File: config.mk
export PLATFORM = sky130hd
export DESIGN_NAME = branch_predictor
export DESIGN_NICKNAME = d
export VERILOG_FILES = /design/src/rtl/branch_predictor_pkg.sv /design/src/rtl/sat_counter2.sv /design/src/rtl/branch_predictor.sv
export SDC_FILE = /design/constraint.sdc
export NUM_CORES = 2
export LEC_CHECK = 0
export CAP_MARGIN = 20
export CORE_UTILIZATION = 40
export CTS_BUF_LIST = sky130_fd_sc_hd__clkbuf_8 sky130_fd_sc_hd__clkbuf_16
export DETAILED_ROUTE_END_ITERATION = 6
export PLACE_DENSITY = 0.63
export SLEW_MARGIN = 20
export SYNTH_ARGS = -nofsm -noshare
export SYNTH_HDL_FRONTEND = slang
export SYNTH_SLANG_ARGS = --single-unit
File: constraint.sdc
create_clock -name clk -period 5.79 [get_ports clk]
set_input_delay 0.8685 -clock clk [delete_from_list [all_inputs] [get_ports clk]]
set_output_delay 0.8685 -clock clk [all_outputs]
set_load 0.05 [all_outputs]
File: src/rtl/branch_predictor_pkg.sv
// Shared types and constants for the tournament branch predictor.
// Covers the 2-bit counter encodings, their reset value and the chooser polarity.
package branch_predictor_pkg;

  typedef enum logic [1:0] {
    CtrSnt = 2'b00,
    CtrWnt = 2'b01,
    CtrWt  = 2'b10,
    CtrSt  = 2'b11
  } ctr_e;

  localparam logic [1:0] CtrReset = CtrWnt;

  // Chooser counter MSB set means "trust the global component".
  localparam int unsigned ChoGlobalBit = 1;

endpackage

File: src/rtl/sat_counter2.sv
// 2-bit saturating counter next-state function.
// Shared by the local PHT, global PHT and chooser update paths.
module sat_counter2
  import branch_predictor_pkg::*;
(
  input  logic [1:0] cur_i,
  input  logic       inc_i,
  output logic [1:0] next_o
);

  always_comb begin
    next_o = cur_i;
    if (inc_i) begin
      if (cur_i != CtrSt) next_o = cur_i + 2'd1;
    end else begin
      if (cur_i != CtrSnt) next_o = cur_i - 2'd1;
    end
  end

endmodule

File: src/rtl/branch_predictor.sv
// Tournament (local/global/chooser) direction predictor with a speculative GHR.
// Predictions are combinational from table state; training and GHR repair take one edge.
module branch_predictor
  import branch_predictor_pkg::*;
#(
  parameter int unsigned PC_WIDTH = 32,
  parameter int unsigned LHT_BITS = 6,
  parameter int unsigned LHR_BITS = 6,
  parameter int unsigned GHR_BITS = 8,
  parameter int unsigned CHO_BITS = 6
) (
  input  logic                clk,
  input  logic                rst_n,
  input  logic                F_valid_i,
  input  logic                F_stall_i,
  input  logic [PC_WIDTH-1:0] F_PC_i,
  output logic                F_predict_o,
  output logic                F_local_predict_o,
  output logic                F_global_predict_o,
  output logic [GHR_BITS-1:0] F_ghr_o,
  input  logic                D_train_valid_i,
  input  logic [PC_WIDTH-1:0] D_PC_i,
  input  logic [GHR_BITS-1:0] D_ghr_i,
  input  logic                D_predict_i,
  input  logic                D_local_predict_i,
  input  logic                D_global_predict_i,
  input  logic                D_train_taken_i,
  input  logic                D_train_local_taken_i,
  input  logic                D_train_global_taken_i
);

  localparam int unsigned LhtEntries  = 1 << LHT_BITS;
  localparam int unsigned LphtEntries = 1 << LHR_BITS;
  localparam int unsigned GphtEntries = 1 << GHR_BITS;
  localparam int unsigned ChoEntries  = 1 << CHO_BITS;

  logic [LHR_BITS-1:0] lht_q  [LhtEntries];
  logic [LHR_BITS-1:0] lht_d  [LhtEntries];
  logic [1:0]          lpht_q [LphtEntries];
  logic [1:0]          lpht_d [LphtEntries];
  logic [1:0]          gpht_q [GphtEntries];
  logic [1:0]          gpht_d [GphtEntries];
  logic [1:0]          cho_q  [ChoEntries];
  logic [1:0]          cho_d  [ChoEntries];
  logic [GHR_BITS-1:0] ghr_q, ghr_d;

  // Fetch-side lookup.
  logic [LHT_BITS-1:0] f_lidx;
  logic [LHR_BITS-1:0] f_lhr;
  logic [GHR_BITS-1:0] f_gidx;
  logic [CHO_BITS-1:0] f_cidx;

  assign f_lidx = F_PC_i[LHT_BITS+1:2];
  assign f_lhr  = lht_q[f_lidx];
  assign f_gidx = ghr_q ^ F_PC_i[GHR_BITS+1:2];
  assign f_cidx = F_PC_i[CHO_BITS+1:2];

  assign F_local_predict_o  = lpht_q[f_lhr][1];
  assign F_global_predict_o = gpht_q[f_gidx][1];
  assign F_predict_o        = cho_q[f_cidx][ChoGlobalBit] ? F_global_predict_o
                                                          : F_local_predict_o;
  assign F_ghr_o            = ghr_q;

  // Decode-side training; every read here sees pre-write state.
  logic [LHT_BITS-1:0] d_lidx;
  logic [LHR_BITS-1:0] d_lhr;
  logic [GHR_BITS-1:0] d_gidx;
  logic [CHO_BITS-1:0] d_cidx;
  logic                actual, local_actual, global_actual, mispredict;
  logic [1:0]          lpht_next, gpht_next, cho_next;

  assign d_lidx        = D_PC_i[LHT_BITS+1:2];
  assign d_lhr         = lht_q[d_lidx];
  assign d_gidx        = D_ghr_i ^ D_PC_i[GHR_BITS+1:2];
  assign d_cidx        = D_PC_i[CHO_BITS+1:2];
  assign actual        = D_predict_i ~^ D_train_taken_i;
  assign local_actual  = D_local_predict_i ~^ D_train_local_taken_i;
  assign global_actual = D_global_predict_i ~^ D_train_global_taken_i;
  assign mispredict    = D_train_valid_i & ~D_train_taken_i;

  sat_counter2 u_lpht_ctr (
    .cur_i  (lpht_q[d_lhr]),
    .inc_i  (local_actual),
    .next_o (lpht_next)
  );

  sat_counter2 u_gpht_ctr (
    .cur_i  (gpht_q[d_gidx]),
    .inc_i  (global_actual),
    .next_o (gpht_next)
  );

  sat_counter2 u_cho_ctr (
    .cur_i  (cho_q[d_cidx]),
    .inc_i  (D_train_global_taken_i),
    .next_o (cho_next)
  );

  always_comb begin
    lht_d  = lht_q;
    lpht_d = lpht_q;
    gpht_d = gpht_q;
    cho_d  = cho_q;
    if (D_train_valid_i) begin
      lht_d[d_lidx]  = {d_lhr[LHR_BITS-2:0], local_actual};
      lpht_d[d_lhr]  = lpht_next;
      gpht_d[d_gidx] = gpht_next;
      if (D_train_local_taken_i != D_train_global_taken_i) cho_d[d_cidx] = cho_next;
    end
  end

  // Mispredict repair wins over the speculative fetch shift.
  always_comb begin
    ghr_d = ghr_q;
    if (mispredict) begin
      ghr_d = {D_ghr_i[GHR_BITS-2:0], actual};
    end else if (F_valid_i && !F_stall_i) begin
      ghr_d = {ghr_q[GHR_BITS-2:0], F_predict_o};
    end
  end

  always_ff @(posedge clk or negedge rst_n) begin
    if (!rst_n) begin
      ghr_q <= '0;
      for (int i = 0; i < int'(LhtEntries); i++)  lht_q[i]  <= '0;
      for (int i = 0; i < int'(LphtEntries); i++) lpht_q[i] <= CtrReset;
      for (int i = 0; i < int'(GphtEntries); i++) gpht_q[i] <= CtrReset;
      for (int i = 0; i < int'(ChoEntries); i++)  cho_q[i]  <= CtrReset;
    end else begin
      ghr_q  <= ghr_d;
      lht_q  <= lht_d;
      lpht_q <= lpht_d;
      gpht_q <= gpht_d;
      cho_q  <= cho_d;
    end
  end

  logic unused_pc_bits;
  assign unused_pc_bits = ^{F_PC_i, D_PC_i};

endmodule
==> out/metrics.yaml <==
global_routing:
  grt_antenna_before_repair: 5
  globalRoute.totalOverflow: 0
  grt_pass1_vias: 45300
  grt_first_pass_wirelength_um: 293000
  grt_max_degree: 147
  track_usage_pct: 25.4
critical_path:
  crit_fanout: 19
  worst-path-buf-inv: 5
  setup.worst_path.end_class: "primary output"
  critical-path-max-stage-delay_ns: 0.59
  crit_type: "in2out"
  cpMostUsedCell: "sky130_fd_sc_hd__mux4_2"
  crit_path_start_kind: "primary input"
  required_time_at_the_endpoint_of_the_critical_path_ns: 4.92
  critical_path.top_delay_family: "multiplexers"
  crit_path_top_delay_cell: "sky130_fd_sc_hd__mux4_2"
  worst-endpoint-arrival_ns: 4.78
  worstPathCellList: "buf_6, buf_6, buf_4, mux4_2, mux4_2, mux4_2, nor2_1, buf_4, a31oi_1, and3_1, o41ai_4, buf_12"
layout:
  area.sequential_um2: 29500
  layout_commonest_cell: "sky130_fd_sc_hd__dfrtp_1"
  multiInputGateArea_um2: 29400
  instances_no_fill: 7564
  final_cell_mix: "776 x sky130_fd_sc_hd__dfrtp_1, 708 x sky130_fd_sc_hd__nor2_1, 684 x sky130_fd_sc_hd__nand2_1"
  finish.net_count: 5525
  final_core_utilization_pct: 46.3
  drive_above_1_share_pct: 34.5
  syn2layout_area_growth_pct: 14.6
  layout.filler_cells: 13600
run_status:
  violations: "DRC"
  status: "finished with violations"
placement:
  pre_cts_ws_ns: -0.0306
  dp_hpwl_um: 130000
  portBuffers: 45
  place_inst: 7324
  gpl.final_weighted_congestion: 0.946
floorplan:
  fp.dieArea_um2: 153000
  initial_util_pct: 40.3
  die_height_um: 391
  floorplan.die.width_um: 391
  count_of_pins_on_the_block_boundary: 94
  placeableCoreArea_um2: 150000
  floorplan.rows: 142
sta:
  timing.fmax_mhz: 177
  timing.final.max_slew_violations: 0
  worst_rel_slew_slack_pct: 30.9
  final_hold_vios: 0
  fin_ws_ns: 0.145
  period_share_pct: 97.5
  setup_viol: 0
  rsz_0062_raised_after_global_routing: "false"
  worst_clock_skew_ns: 0.0305
  final_period_minus_worst_setup_slack_ns: 5.65
  setup-tns-final_ns: 0
  worstMarginPinSlew_ns: 1.03
logic_synthesis:
  async_reset_ff_share_pct: 100
  yosysWarnings: 0
  post_synth_instance_area_um2: 60600
  avgSynthCellArea_um2: 11.3
  synth.lib_cells_used.distinct: 77
  number_of_flops_mapped_to_enable_cells_by_yosys: 0
  yosys_register_bits: 1160
  synth_cells: 5370
  postSynth.topFlopCell: "sky130_fd_sc_hd__dfrtp_1"
  synth.net_count: 5453
  synth_seq_area_share_pct: 48.7
clocking:
  clock_tree.root_cell: "sky130_fd_sc_hd__clkbuf_16"
  cts_max_path_buffers: 3
  clk-insertion-delay-late_ns: 0.79
  tritoncts.num_buffers: 131
  sinks_on_the_clock_net: 1160
  clock_tree_from_tritoncts: "yes"
  post_cts_hold_buffer_count: 0
  htree_num_levels: 4
  cts.reportedPaths.clkPinSlew_ns: 0.06
routing:
  remaining_routing_drc_violations: 1
  remaining_antenna_violation_count: 0
  drt_wl_total_um: 192000
  routed_wl_per_cell_um: 25.4
  drt_iter0_markers: 4658
  via_count: 45300
  avgViaCountPerCell: 5.98
  drt-pass1-iter-count: 7
power_and_ir_drop:
  power.static_leakage_nw: 28.7
  irDropWorstVdd_uv: 245
  power.density_cell_area_nw_per_um2: 322
hold_path:
  worst_hold_path_type: "in2async"
run:
  max_cap_viol_count: 0
-- flip-flops by register name, indices dropped and copies added (netlist names) --
| signal | flops |
|---|---|
| lpht_q | 128 |
| cho_q | 128 |
| lht_q | 384 |
| F_ghr_o | 8 |
| gpht_q | 512 |
-- worst register-to-register path, stage by stage, from the launching register on --
cell                        delay [ns]
sky130_fd_sc_hd__dfrtp_1          0.41
sky130_fd_sc_hd__mux4_2           0.47
sky130_fd_sc_hd__mux2i_1          0.33
sky130_fd_sc_hd__nor2_1           0.08
sky130_fd_sc_hd__a211o_1          0.31
sky130_fd_sc_hd__a2111oi_4        0.65
sky130_fd_sc_hd__buf_12           0.28
sky130_fd_sc_hd__nor2_1           0.13
sky130_fd_sc_hd__a22oi_1          0.22
sky130_fd_sc_hd__nor2_1           0.06
sky130_fd_sc_hd__or4_1            0.55
sky130_fd_sc_hd__or4_1            0.45
sky130_fd_sc_hd__maj3_4           0.39
sky130_fd_sc_hd__buf_12           0.19
sky130_fd_sc_hd__a21oi_2          0.21
-- final cells by class --
| class | count | area share [%] |
|---|---|---|
| diodes | 1 | 0.00360 |
| clock buffers | 155 | 5.21 |
| clock inverters | 83 | 1.07 |
| inverters | 15 | 0.0811 |
| multi-input cells | 3761 | 42.3 |
| flip-flops and latches | 1160 | 42.5 |
| well taps | 2016 | 3.63 |
| repair buffers | 373 | 5.23 |
-- Yosys cell counts, types with 29 or more instances --
| master | count | area [um^2] |
|---|---|---|
| sky130_fd_sc_hd__mux4_2 | 385 | 8670 |
| sky130_fd_sc_hd__dfrtp_1 | 776 | 19400 |
| sky130_fd_sc_hd__nand2_1 | 685 | 2570 |
| sky130_fd_sc_hd__mux2i_1 | 128 | 1280 |
| sky130_fd_sc_hd__a22oi_1 | 71 | 533 |
| sky130_fd_sc_hd__a21oi_1 | 301 | 1510 |
| sky130_fd_sc_hd__a221oi_1 | 35 | 307 |
| sky130_fd_sc_hd__nand3_1 | 100 | 500 |
| sky130_fd_sc_hd__o21ai_0 | 433 | 2170 |
| sky130_fd_sc_hd__nor2_1 | 710 | 2670 |
| sky130_fd_sc_hd__dfstp_2 | 384 | 10100 |
| sky130_fd_sc_hd__buf_2 | 91 | 455 |
| sky130_fd_sc_hd__a21oi_2 | 60 | 526 |
| sky130_fd_sc_hd__a31oi_1 | 29 | 181 |
| sky130_fd_sc_hd__mux2_2 | 488 | 5500 |
| sky130_fd_sc_hd__clkbuf_1 | 277 | 1040 |
| sky130_fd_sc_hd__buf_1 | 30 | 113 |
-- per-stage QoR --
step | area (um^2) | hold WS, ns | power (mW)
floorplan | 60600 | 0.456 | 12.2
finish | 69400 | 0.0921 | 22.3
global placement | 65000 | 0.467 | 13.9
global route | 69400 | 0.124 | 23.2
detailed placement | 65000 | 0.472 | 14.0
CTS | 69400 | 0.108 | 22.4
-- what timing repair did --
action,CTS,global route
setup endpoints to repair,0,2
setup buffers,0,1
gates resized for setup,0,8
-- layer usage --
| layer | wire (um) | global-route usage, % | up-vias | part of all wire (%) |
|---|---|---|---|---|
| met5 | 22 | 0 | - | 0.011 |
| met4 | 7700 | 9.85 | 4 | 4.0 |
| met3 | 16800 | 5.23 | 436 | 8.7 |
| met2 | 86300 | 38.0 | 1941 | 45 |
| met1 | 81200 | 36.1 | 23300 | 42 |
| li1 | - | - | 19600 | - |
-- cells by family after synthesis --
logic type                 after synthesis  share of synthesized area [%]
AOI/OAI and AO/OA                     1095                           10.9
muxes                                 1005                           25.6
adders and majority gates                6                          0.101
buffers and inverters                  449                           3.34
and+or+nand+nor                       1628                           11.0
DFF                                   1160                           48.7
xor gates and xnor gates                27                          0.390
-- power by group --
part / internal (mW) / leakage (nW) / switching [mW]
registers: 9.12 / 14.7 / 0.522
logic: 1.72 / 11.7 / 2.56
clock network: 4.82 / 2.27 / 3.61
-- worst paths after layout --
kind | startpoint | end | slack (ns) | depth (start not counted)
min in group clk | gpht_q[488] | gpht_q[488] | 0.48 | 2
worst max-delay path | F_PC_i[3] | F_predict_o | 0.14 | 12
worst min-delay path | rst_n | cho_q[47] | 0.09 | 1
worst min register to register | gpht_q[488] | gpht_q[488] | 0.48 | 2
worst max register to register | lht_q[253] | lpht_q[69] | 1.00 | 14
max in group asynchronous | rst_n | gpht_q[359] | 4.22 | 2
(Power assumes the default switching activity.)
